`config.mk`:
```
export PLATFORM = sky130hd
export DESIGN_NAME = apb_gpio_slave
export DESIGN_NICKNAME = d
export VERILOG_FILES = /design/src/rtl/gpio_pkg.sv /design/src/rtl/gpio_sync.sv /design/src/rtl/apb_gpio_slave.sv
export SDC_FILE = /design/constraint.sdc
export NUM_CORES = 1
export LEC_CHECK = 0
export CORE_MARGIN = 4
export CORE_UTILIZATION = 39
export CTS_BUF_LIST = sky130_fd_sc_hd__clkbuf_16
export DETAILED_ROUTE_END_ITERATION = 16
export SETUP_SLACK_MARGIN = 0.4
export SKIP_CTS_REPAIR_TIMING = 1
export SKIP_LAST_GASP = 1
export SYNTH_ARGS = -nofsm -noshare
export SYNTH_HDL_FRONTEND = slang
export SYNTH_SLANG_ARGS = --single-unit
export TNS_END_PERCENT = 10
```
`constraint.sdc`:
```
create_clock -name PCLK -period 3.9 [get_ports PCLK]
set_input_delay 0.78 -clock PCLK [delete_from_list [all_inputs] [get_ports PCLK]]
set_output_delay 0.78 -clock PCLK [all_outputs]
set_load 0.01 [all_outputs]
```
`src/rtl/gpio_pkg.sv`:
```
// Shared definitions for the APB GPIO slave: default widths, register word
// offsets (PADDR[4:2]) and the APB phase type.
package gpio_pkg;

  localparam int GPIO_PADDR_SIZE = 8;
  localparam int GPIO_PDATA_SIZE = 32;

  localparam logic [2:0] REG_DIR      = 3'd0;
  localparam logic [2:0] REG_OUT      = 3'd1;
  localparam logic [2:0] REG_IN       = 3'd2;
  localparam logic [2:0] REG_IRQ_EN   = 3'd3;
  localparam logic [2:0] REG_IRQ_TYPE = 3'd4;
  localparam logic [2:0] REG_IRQ_POL  = 3'd5;
  localparam logic [2:0] REG_IRQ_STAT = 3'd6;
  localparam logic [2:0] REG_RSVD     = 3'd7;

  typedef enum logic [1:0] {
    IDLE   = 2'd0,
    SETUP  = 2'd1,
    ACCESS = 2'd2
  } apb_phase_t;

endpackage

```
`src/rtl/gpio_sync.sv`:
```
// Two-flop synchronizer for the GPIO pins plus a one-cycle-delayed copy of
// the synchronized value used for edge detection.
module gpio_sync #(
  parameter int WIDTH = 32
) (
  input  logic             PCLK,
  input  logic             PRESET,
  input  logic [WIDTH-1:0] d,
  output logic [WIDTH-1:0] sync,
  output logic [WIDTH-1:0] prev
);

  logic [WIDTH-1:0] meta;

  always_ff @(posedge PCLK) begin
    if (PRESET) begin
      meta <= '0;
      sync <= '0;
      prev <= '0;
    end else begin
      meta <= d;
      sync <= meta;
      prev <= sync;
    end
  end

endmodule

```
`src/rtl/apb_gpio_slave.sv`:
```
// Zero-wait APB GPIO completer: direction/output registers, synchronized
// inputs and a level/edge interrupt block with W1C status.
//
// phase_q holds the bus phase of the previous cycle; phase_d is the phase of
// the current cycle derived from it and PSEL/PENABLE.
//   state  | meaning
//   IDLE   | no transfer in progress
//   SETUP  | first cycle of a transfer, read data / error captured at its edge
//   ACCESS | second cycle, PREADY high, writes commit at its edge
module apb_gpio_slave
  import gpio_pkg::*;
#(
  parameter int PADDR_SIZE = GPIO_PADDR_SIZE,
  parameter int PDATA_SIZE = GPIO_PDATA_SIZE
) (
  input  logic                    PCLK,
  input  logic                    PRESET,
  input  logic                    PSEL,
  input  logic                    PENABLE,
  input  logic                    PWRITE,
  input  logic [PADDR_SIZE-1:0]   PADDR,
  input  logic [PDATA_SIZE/8-1:0] PSTRB,
  input  logic [PDATA_SIZE-1:0]   PWDATA,
  output logic [PDATA_SIZE-1:0]   PRDATA,
  output logic                    PREADY,
  output logic                    PSLVERR,
  input  logic [PDATA_SIZE-1:0]   gpio_i,
  output logic [PDATA_SIZE-1:0]   gpio_o,
  output logic [PDATA_SIZE-1:0]   gpio_oe,
  output logic                    irq_o
);

  apb_phase_t phase_q, phase_d;

  logic [2:0]            addr_idx;
  logic                  addr_err;
  logic                  wr_commit;
  logic                  pslverr_q;
  logic                  irq_q;
  logic                  unused_paddr;
  logic [PDATA_SIZE-1:0] dir_q, out_q, en_q, type_q, pol_q, status_q;
  logic [PDATA_SIZE-1:0] sync_q, prev_q;
  logic [PDATA_SIZE-1:0] wmask, rdata, evt, w1c, prdata_q;

  gpio_sync #(.WIDTH(PDATA_SIZE)) u_sync (
    .PCLK   (PCLK),
    .PRESET (PRESET),
    .d      (gpio_i),
    .sync   (sync_q),
    .prev   (prev_q)
  );

  assign addr_idx     = PADDR[4:2];
  assign unused_paddr = ^PADDR;
  assign addr_err     = (addr_idx == REG_RSVD) || (PWRITE && (addr_idx == REG_IN));

  always_comb begin
    phase_d = IDLE;
    unique case (phase_q)
      IDLE:    if (PSEL && !PENABLE) phase_d = SETUP;
      SETUP: begin
        if (PSEL && PENABLE) phase_d = ACCESS;
        else if (PSEL)       phase_d = SETUP;
      end
      ACCESS:  if (PSEL && !PENABLE) phase_d = SETUP;
      default: phase_d = IDLE;
    endcase
  end

  assign wr_commit = (phase_d == ACCESS) && PWRITE && !addr_err;

  always_comb begin
    wmask = '0;
    for (int i = 0; i < PDATA_SIZE/8; i++) wmask[8*i +: 8] = {8{PSTRB[i]}};
  end

  always_comb begin
    rdata = '0;
    case (addr_idx)
      REG_DIR:      rdata = dir_q;
      REG_OUT:      rdata = out_q;
      REG_IN:       rdata = sync_q;
      REG_IRQ_EN:   rdata = en_q;
      REG_IRQ_TYPE: rdata = type_q;
      REG_IRQ_POL:  rdata = pol_q;
      REG_IRQ_STAT: rdata = status_q;
      default:      rdata = '0;
    endcase
  end

  // Per bit: edge mode uses sync/prev against polarity, level mode compares sync to polarity.
  assign evt = (type_q  & ((pol_q & sync_q & ~prev_q) | (~pol_q & ~sync_q & prev_q)))
             | (~type_q & ~(sync_q ^ pol_q));

  assign w1c = (wr_commit && (addr_idx == REG_IRQ_STAT)) ? (PWDATA & wmask) : '0;

  always_ff @(posedge PCLK) begin
    if (PRESET) begin
      phase_q   <= IDLE;
      prdata_q  <= '0;
      pslverr_q <= 1'b0;
      dir_q     <= '0;
      out_q     <= '0;
      en_q      <= '0;
      type_q    <= '0;
      pol_q     <= '0;
      status_q  <= '0;
      irq_q     <= 1'b0;
    end else begin
      phase_q <= phase_d;
      if (phase_d == SETUP) begin
        prdata_q  <= (!PWRITE && !addr_err) ? rdata : '0;
        pslverr_q <= addr_err;
      end else begin
        prdata_q  <= '0;
        pslverr_q <= 1'b0;
      end
      if (wr_commit) begin
        case (addr_idx)
          REG_DIR:      dir_q  <= (dir_q  & ~wmask) | (PWDATA & wmask);
          REG_OUT:      out_q  <= (out_q  & ~wmask) | (PWDATA & wmask);
          REG_IRQ_EN:   en_q   <= (en_q   & ~wmask) | (PWDATA & wmask);
          REG_IRQ_TYPE: type_q <= (type_q & ~wmask) | (PWDATA & wmask);
          REG_IRQ_POL:  pol_q  <= (pol_q  & ~wmask) | (PWDATA & wmask);
          default: ;
        endcase
      end
      // Events are OR-ed in after the clear so a same-cycle set wins.
      status_q <= (status_q & ~w1c) | evt;
      irq_q    <= |(status_q & en_q);
    end
  end

  assign PREADY  = (phase_d == ACCESS);
  assign PSLVERR = pslverr_q & PREADY;
  assign PRDATA  = prdata_q;
  assign gpio_o  = out_q;
  assign gpio_oe = dir_q;
  assign irq_o   = irq_q;

endmodule
```
==> flow_results.xml <==
<?xml version="1.0" encoding="UTF-8"?>
<metrics>
  <group name="outcome">
    <metric name="status" unit="">finished, final reports clean</metric>
  </group>
  <group name="logic_synthesis">
    <metric name="post_synthesis_sequential_element_count" unit="">324</metric>
    <metric name="syn-instance-count" unit="">1402</metric>
    <metric name="netlist_area" unit="mm²">0.0142</metric>
    <metric name="synth.net_count" unit="">1547</metric>
    <metric name="synth.avg_cell_area" unit="µm²">10.1</metric>
    <metric name="ys_warn_count" unit="">0</metric>
    <metric name="synthDistinctLibCells" unit="">51</metric>
    <metric name="synthArstFlopShare" unit="%">0</metric>
    <metric name="yosys_most_used_dff" unit="">dfxtp_1</metric>
    <metric name="synth-edff-count" unit="">0</metric>
    <metric name="synth-seq-area-share" unit="%">45.8</metric>
  </group>
  <group name="critical_path">
    <metric name="setup.worst_path.end" unit="">PSLVERR</metric>
    <metric name="cp.arrival" unit="ns">2.26</metric>
    <metric name="cp-startpoint" unit="">PSEL</metric>
    <metric name="endpoint_kind" unit="">output port</metric>
    <metric name="worstRegToRegCells" unit="">5</metric>
    <metric name="timing_worst_setup_path_type" unit="">in -&gt; out</metric>
    <metric name="timing.critical_path.from_type" unit="">primary input</metric>
    <metric name="path_max_fanout" unit="">6</metric>
    <metric name="cp_data_required_time" unit="ns">3.12</metric>
    <metric name="timing.reg2reg.setup_slack" unit="ns">1.89</metric>
    <metric name="r2r_start" unit="">phase_q[1]</metric>
  </group>
  <group name="pwr">
    <metric name="vdd_ir_drop_max" unit="mV">0.298</metric>
    <metric name="static-leakage-power" unit="nW">6.51</metric>
    <metric name="cellPowerDensity" unit="mW/mm²">401</metric>
    <metric name="totalPowerFinal" unit="mW">7.01</metric>
  </group>
  <group name="timing">
    <metric name="fin_max_slew_vios" unit="">0</metric>
    <metric name="grt_setup_unrepaired" unit="">false</metric>
    <metric name="final_setup_fails" unit="">0</metric>
    <metric name="fin_setup_tns" unit="ns">0</metric>
    <metric name="worst_max_slew_pin_slew" unit="ns">0.826</metric>
    <metric name="worst_slew_margin_rel" unit="%">44.7</metric>
    <metric name="finalHoldViolations" unit="">0</metric>
    <metric name="fin_skew" unit="ns">0.0205</metric>
    <metric name="fmaxAchievable" unit="GHz">0.329</metric>
    <metric name="min_period_over_period" unit="%">77.9</metric>
    <metric name="period_needed" unit="ns">3.04</metric>
  </group>
  <group name="detailed_routing">
    <metric name="vias_per_cell" unit="">5.20</metric>
    <metric name="vias" unit="">10700</metric>
    <metric name="route.detailed.wl_per_inst" unit="µm">20.3</metric>
    <metric name="postRouteWirelength" unit="µm">41800</metric>
    <metric name="first_pass_iters" unit="">5</metric>
    <metric name="drt-initial-drc-count" unit="">749</metric>
    <metric name="route.detailed.drc" unit="">0</metric>
    <metric name="antenna_violating_nets_post_route" unit="">0</metric>
  </group>
  <group name="place">
    <metric name="dp.final_hpwl" unit="µm">28900</metric>
    <metric name="gpl.final_weighted_congestion" unit="">0.856</metric>
    <metric name="placedInstanceArea" unit="mm²">0.0164</metric>
    <metric name="io_buffers" unit="">174</metric>
  </group>
  <group name="global_route">
    <metric name="initial_antenna_violation_count" unit="">0</metric>
    <metric name="grtUsageTotal" unit="%">20.6</metric>
    <metric name="largest_net_degree_at_the_start_of_global_routing" unit="">73</metric>
    <metric name="grt_first_pass_wirelength" unit="µm">63600</metric>
    <metric name="grt_remaining_overflow" unit="">0</metric>
    <metric name="first_global_vias" unit="">10800</metric>
  </group>
  <group name="clocking">
    <metric name="cts_inserted_buffers" unit="">35</metric>
    <metric name="clock_latency" unit="ns">0.52</metric>
    <metric name="cts.clk_slew.worst_paths" unit="ns">0.06</metric>
    <metric name="tritoncts" unit="">done</metric>
    <metric name="htree_levels" unit="">2</metric>
    <metric name="cts-root-to-sink-buffers" unit="">3</metric>
    <metric name="tritoncts_num_sinks" unit="">324</metric>
    <metric name="root_buffer_cell" unit="">clkbuf_16</metric>
  </group>
  <group name="final_layout">
    <metric name="fin_util" unit="%">49.1</metric>
    <metric name="num_antenna_cells" unit="">0</metric>
    <metric name="layout.cells.most_common" unit="">dfxtp_1</metric>
    <metric name="final_nets" unit="">1724</metric>
    <metric name="layout-drive-gt1-share" unit="%">10.6</metric>
    <metric name="area_delta_synth_final" unit="%">23.6</metric>
    <metric name="final_area" unit="mm²">0.0175</metric>
    <metric name="final_cell_mix" unit="">dfxtp_1, mux2i_1, nor2_1</metric>
  </group>
  <group name="floorplan">
    <metric name="fp.coreArea" unit="mm²">0.0357</metric>
    <metric name="floorplan.initialDensity" unit="%">39.7</metric>
    <metric name="die_area" unit="mm²">0.0394</metric>
    <metric name="floorplan.die.width" unit="µm">199</metric>
    <metric name="floorplan.rows" unit="">69</metric>
    <metric name="die_h" unit="µm">199</metric>
    <metric name="number_of_top_level_design_ports" unit="">180</metric>
  </group>
  <group name="worst_hold_path">
    <metric name="hp-class" unit="">reg -&gt; reg</metric>
  </group>
  <group name="flow_run">
    <metric name="maxCapViolCount" unit="">0</metric>
  </group>
</metrics>
## logic make-up (layout without fill, tap and decap cells)
| family | count (synthesis) | after routing | share of synthesized area, % |
|---|---|---|---|
| muxes | 273 | 273 | 20.8 |
| DFF | 324 | 324 | 45.8 |
| adders and majority gates | 64 | 64 | 5.66 |
| AOI/OAI and AO/OA | 198 | 198 | 8.95 |
| buffers and inverters | 142 | 340 | 4.19 |
| and+or+nand+nor | 401 | 401 | 14.6 |
## how the worst min path moves through the flow
stage                          end            from  cells after the start
floorplan           u_sync.sync[0]  u_sync.meta[0]                      1
global placement    u_sync.sync[4]  u_sync.meta[4]                      1
detailed placement  u_sync.sync[4]  u_sync.meta[4]                      1
CTS                 u_sync.sync[4]  u_sync.meta[4]                      1
global route        u_sync.sync[6]  u_sync.meta[6]                      1
finish              u_sync.sync[6]  u_sync.meta[6]                      1
## critical path, cell delays in order
cell and delay (ns):
clkdlybuf4s50_1 0.52, nand4b_2 0.14, inv_2 0.15, and2_1 0.14
clkdlybuf4s50_1 0.54
## per-stage QoR
step / setup WS, ns / hold WS (ns) / instances
after detailed placement: 0.869 / 0.424 / 2003
after global placement: 0.882 / 0.420 / 2003
after global routing: 0.807 / 0.453 / 2061
after floorplan: 1.74 / 0.414 / 1402
after CTS: 0.863 / 0.437 / 2061
final: 0.861 / 0.436 / 2061
## layer usage
layer | vias up | track usage [%] | wire [µm]
met4 | 0 | 6.13 | 1090
met1 | 5168 | 27.7 | 18800
li1 | 5193 | - | -
met5 | - | 0 | 0
met2 | 295 | 34.1 | 19600
met3 | 71 | 3.83 | 2340
## cells in the mapped netlist (all sizes together) (4+ instances only)
master / n / area [µm²]
mux2i: 214 / 2140
nor3: 22 / 335
mux4: 12 / 270
nor2b: 73 / 457
nand3: 5 / 25.0
ha: 64 / 801
mux2: 47 / 529
a22o: 4 / 35.0
o2bb2ai: 12 / 105
nand4: 4 / 25.0
clkbuf: 45 / 169
a31oi: 10 / 62.6
nor2: 201 / 754
inv: 67 / 251
o22ai: 7 / 43.8
and2: 6 / 37.5
a22oi: 53 / 398
nand2b: 4 / 25.0
or2: 6 / 37.5
nand2: 68 / 255
o21ai: 44 / 220
a21oi: 52 / 260
dfxtp: 324 / 6490
buf: 30 / 173
## where the power goes
group / switching (mW) / leakage [nW] / internal (mW)
Sequential: 0.0451 / 2.64 / 3.37
Clock: 1.31 / 0.558 / 1.83
Combinational: 0.266 / 3.31 / 0.186
## cell type report
class / instances / area (µm²)
Clock buffer: 37 / 926
Inverter: 67 / 251
Tap cell: 461 / 577
Fill cell: 3315 / 18200
Sequential cell: 324 / 6490
Multi-Input combinational cell: 936 / 7080
Timing Repair Buffer: 215 / 2040
Clock inverter: 21 / 139
Power figures use the tool's default switching activity.
==> patch 1: new RTL, config.mk and constraints unchanged <==
Re-encode `apb_phase_t` (3 values) as one-hot, 3 bits wide.
--- a/src/rtl/gpio_pkg.sv
+++ b/src/rtl/gpio_pkg.sv
@@ -14,10 +14,10 @@
   localparam logic [2:0] REG_IRQ_STAT = 3'd6;
   localparam logic [2:0] REG_RSVD     = 3'd7;
 
-  typedef enum logic [1:0] {
-    IDLE   = 2'd0,
-    SETUP  = 2'd1,
-    ACCESS = 2'd2
+  typedef enum logic [2:0] {
+    IDLE   = 3'b001,
+    SETUP  = 3'b010,
+    ACCESS = 3'b100
   } apb_phase_t;
 
 endpackage
Formal check against the unedited RTL: no difference found for any inputs over 4 cycles, from zero or initial values and one cycle with PRESET high; so few cycles prove little.
==> patch 1 against the unedited design <==
- power up 1.7%
- worst setup slack worse by 0.21 ns
- wire length is 2.4% lower
- synthesized cell count up 3.8%
- combinational power is essentially flat
- final area up 1.7%
- first-iteration DRC count is 6.4% higher
- largest power group unchanged
- hold slack lost 0.0017 ns
- sequential cell count is 1 higher
- area after synthesis up 1.2%
==> patch 1: results (changes against the unedited design) <==
outcome finished clean; Placement Cell Area 16,700 um^2 (+1.4%); number of library cell types mapped by synthesis 41 (-20%); later-pin clock latency in the skew report 0.52 ns (about the same); Synth Net Count 1,600 (+3.4%); sequential fraction of the synthesis area 45.4% (-0.41 points); Num CTS Buffers 37 (+5.7%); DR vias 11,100 (+3.4%); Worst Path Required 3.12 ns (about the same); fin nets 1,779 (+3.2%); CP max-delay cell or3b_2; Synth Flop Type dfxtp_1; clk slew on worst S/H paths 0.06 ns (about the same); Synth top cells by count dfxtp_1, mux2i_1, nand2_1; maximum root-to-sink buffer count 3 (unchanged); first-pass GRT wire length 63.0 mm (-0.95%); Clock Skews 0.0159 ns (-0.00462 ns); CP Max Fanout 12 (+6); pin count of the biggest net entering global routing 136 (+86%); gr usage total 20.0% (-0.59 points); share of cells above drive strength 1 11.3% (+0.71 points); wire per inst 19.2 um (-5.1%); Layout fillers 3,359 (+1.3%); Area contributors post-synth dfxtp_1, mux2i_1, ha_1, nand2_1, nor2_1; iteration-0 DRC count of the detailed router 797 (+6.4%); GPL Wtd Cong 0.806 (-5.9%); Root Buffer clkbuf_16; worst vdd ir 0.225 mV (-25%); Crit path largest cell delay 0.71 ns (+0.17 ns); dpl hpwl 28.0 mm (-3.1%); Worst Tran Pin Value 0.906 ns (+0.0795 ns); Net Sw Power 1640 uW (+1.0%); initial antenna violation count 1 (+1); CP top delay family simple AND/OR/NAND/NOR gates; Pleak 0.00649 uW (-0.30%)
## patch 1: changes by cell type in the layout (fill, tap and decap cells not counted), sizes merged, moves of 27 or more
cell,delta
a21oi,+53
a22oi,-27
mux2i,-37
nand2,+103
nor2,-44
## patch 1: stage by stage
stage | util (%) | instances | setup slack (ns) | power, uW
after floorplan | - | 1455 | 1.49 | 3740
after global placement | 46.4 | 2056 | 0.666 | 3950
after detailed placement | 46.4 | 2056 | 0.658 | 3950
after CTS | 49.5 | 2119 | 0.619 | 7230
after global routing | 49.5 | 2120 | 0.542 | 7390
final | 49.5 | 2120 | 0.653 | 7140
## patch 1: power groups by stage
stage	clock network [uW]	registers (uW)	logic, uW
global placement	0	3500	448
floorplan	0	3480	259
detailed placement	0	3500	453
finish	3250	3430	454
global route	3470	3430	493
CTS	3350	3430	456
## patch 1: cells by family after synthesis
family / count (synthesis) / share of synthesized area [%]
simple gates: 470 / 16.9
flops: 325 / 45.4
mux: 242 / 19.2
compound gates: 210 / 8.80
buf+inv: 143 / 4.03
fa+ha+maj: 64 / 5.59
xor+xnor: 1 / 0.0611
## patch 1: layout make-up
class                   instances  area share, %
inverters                      64           1.35
flip-flops and latches        325           36.6
well taps                     461           3.24
clock buffers                  39           5.49
clock inverters                24          0.844
diodes                          1         0.0141
repair buffers                219           11.7
multi-input cells             987           40.7
## patch 1: final timing paths
check,cells after the start,startpoint,slack (ns),to
max,4,phase_q[1],0.65,PSLVERR
min,1,u_sync.meta[5],0.43,u_sync.sync[5]
max reg2reg,5,phase_q[1],1.16,register
min reg2reg,1,u_sync.meta[5],0.43,u_sync.sync[5]
## patch 1: worst reg2reg max path, delay by kind of cell (launching register included)
family | cells | cell delay, ns
and+or+nand+nor | 3 | 1.62
buffers and inverters | 1 | 0.36
DFF | 1 | 0.35
muxes | 1 | 0.27
## patch 1: metal layers
metal  GRT usage [%]  vias to the layer above  share of wire [%]
met5               0                        -                  0
met4            6.01                        0                2.8
met3            3.36                       81                6.4
met2            32.0                      334                 45
met1            28.0                     5328                 45
li1                -                     5349                  -
==> patch 2: new RTL, same settings <==
Without the edit above. Set the package constant `GPIO_PDATA_SIZE` to 64 (it was 32).
--- a/src/rtl/gpio_pkg.sv
+++ b/src/rtl/gpio_pkg.sv
@@ -3,7 +3,7 @@
 package gpio_pkg;
 
   localparam int GPIO_PADDR_SIZE = 8;
-  localparam int GPIO_PDATA_SIZE = 32;
+  localparam int GPIO_PDATA_SIZE = 64;
 
   localparam logic [2:0] REG_DIR      = 3'd0;
   localparam logic [2:0] REG_OUT      = 3'd1;
Ports: changed (6 resized); port bits go from 180 to 344. No check against the original RTL was run, so the function may have changed too.
==> patch 2 against the unedited design <==
- clock power grew 120%
- die area grew 91%
- power grew 110%
- area after synthesis grew 96%
- wire length grew 130%
- register-to-register slack lost 0.19 ns
- final area grew 96%
- count of clock-buffer cells in the layout grew 37
- global-route usage grew 3.6 points
- sequential cell count grew 320
- worst setup slack lost 0.070 ns
- core utilization shrank 0.25 points
==> patch 2: results (changes against the unedited design) <==
dpl hpwl 64.5 mm (+120%); gr usage total 24.2% (+3.6 points); Clock buf/inv share 6.90% (+0.82 points); Clock Skews 0.0228 ns (+0.00225 ns); Pleak 0.0121 uW (+86%); Crit path largest cell delay 0.69 ns (+0.15 ns); post-synthesis adder-cell area fraction 5.79% (+0.13 points); GPL Wtd Cong 0.835 (-2.5%); iteration-0 DRC count of the detailed router 2,114 (+180%); Rel. slew slack 21.3% (-23 points); DRT Wirelength 94.5 mm (+130%); worst vdd ir 0.273 mV (-8.2%); via count of the first global-routing pass 22,200 (+110%); drt first pass iters 6 (+1); GRT met1 Usage 33.7% (+6.0 points); outcome finished clean; fin nets 3,655 (+110%); Port-buffer cells 338 (+94%); Logic inverters 131 (+96%); Non-CTS buffers 408 (+90%); Avg Cell Area, Syn 8.88 um^2 (-12%); Layout non-clock buf frac 11.8% (+0.12 points); tap cell count 940 (+100%); multi-input gates 2,122 (+130%); clock sinks 644 (+99%); Met3 Wirelength 5.92 mm (+150%); clkbuf count 74 (+100%); Arrival @ worst endpoint 2.33 ns (+0.07 ns); mux contribution to synthesized area 10.5% (-10 points); pin count of the biggest net entering global routing 224 (+210%); Synth Net Count 3,392 (+120%); share of cells above drive strength 1 9.90% (-0.72 points); Synth Area in Compound Gates 13.4% (+4.4 points); grt met2 use 39.1% (+5.0 points); Critical Path End PREADY; vias per inst 5.39 (+3.5%); Synth top cells by count dfxtp_1, nand2_1, a21oi_1; number of library cell types mapped by synthesis 42 (-18%); global routing met3 resource utilization 3.89% (+0.057 points); cell area power density 426 nW/um^2 (+6.2%); Layout fillers 6,732 (+100%); first-pass GRT wire length 141 mm (+120%); Storage cell area 12,900 um^2 (+99%); reg2reg setup slack 1.70 ns (-0.19 ns); H-tree depth 3 (+1); later-pin clock latency in the skew report 0.61 ns (+0.09 ns); Placement Cell Area 31,900 um^2 (+94%); Area contributors post-synth dfxtp_1, a21oi_1, nand2_1, nand3_1, ha_1; sequential fraction of the synthesis area 46.6% (+0.76 points)
==> patch 2: where the power goes <==
part           internal, uW  switching (uW)  total (uW)
combinational           343             533         876
sequential             6710             107        6810
clock                  4100            2800        6890
==> patch 2: how the worst min path moves through the flow <==
stage / start / endpoint / slack, ns / cells past startpoint
3_3_place_gp: u_sync.meta[39] / u_sync.sync[39] / 0.42 / 1
3_5_place_dp: u_sync.meta[32] / u_sync.sync[32] / 0.42 / 1
6_report: u_sync.meta[57] / u_sync.sync[57] / 0.41 / 1
2_1_floorplan: u_sync.meta[0] / u_sync.sync[0] / 0.41 / 1
4_1_cts: u_sync.meta[57] / u_sync.sync[57] / 0.42 / 1
5_1_grt: u_sync.meta[0] / u_sync.sync[0] / 0.43 / 1
==> patch 2: kinds of logic (layout without fill, tap and decap cells) <==
group,count (synthesis),in the layout
DFF,644,644
buffers and inverters,349,667
muxes,250,250
and+or+nand+nor,1082,1082
adders and majority gates,128,128
AOI/OAI and AO/OA,662,662
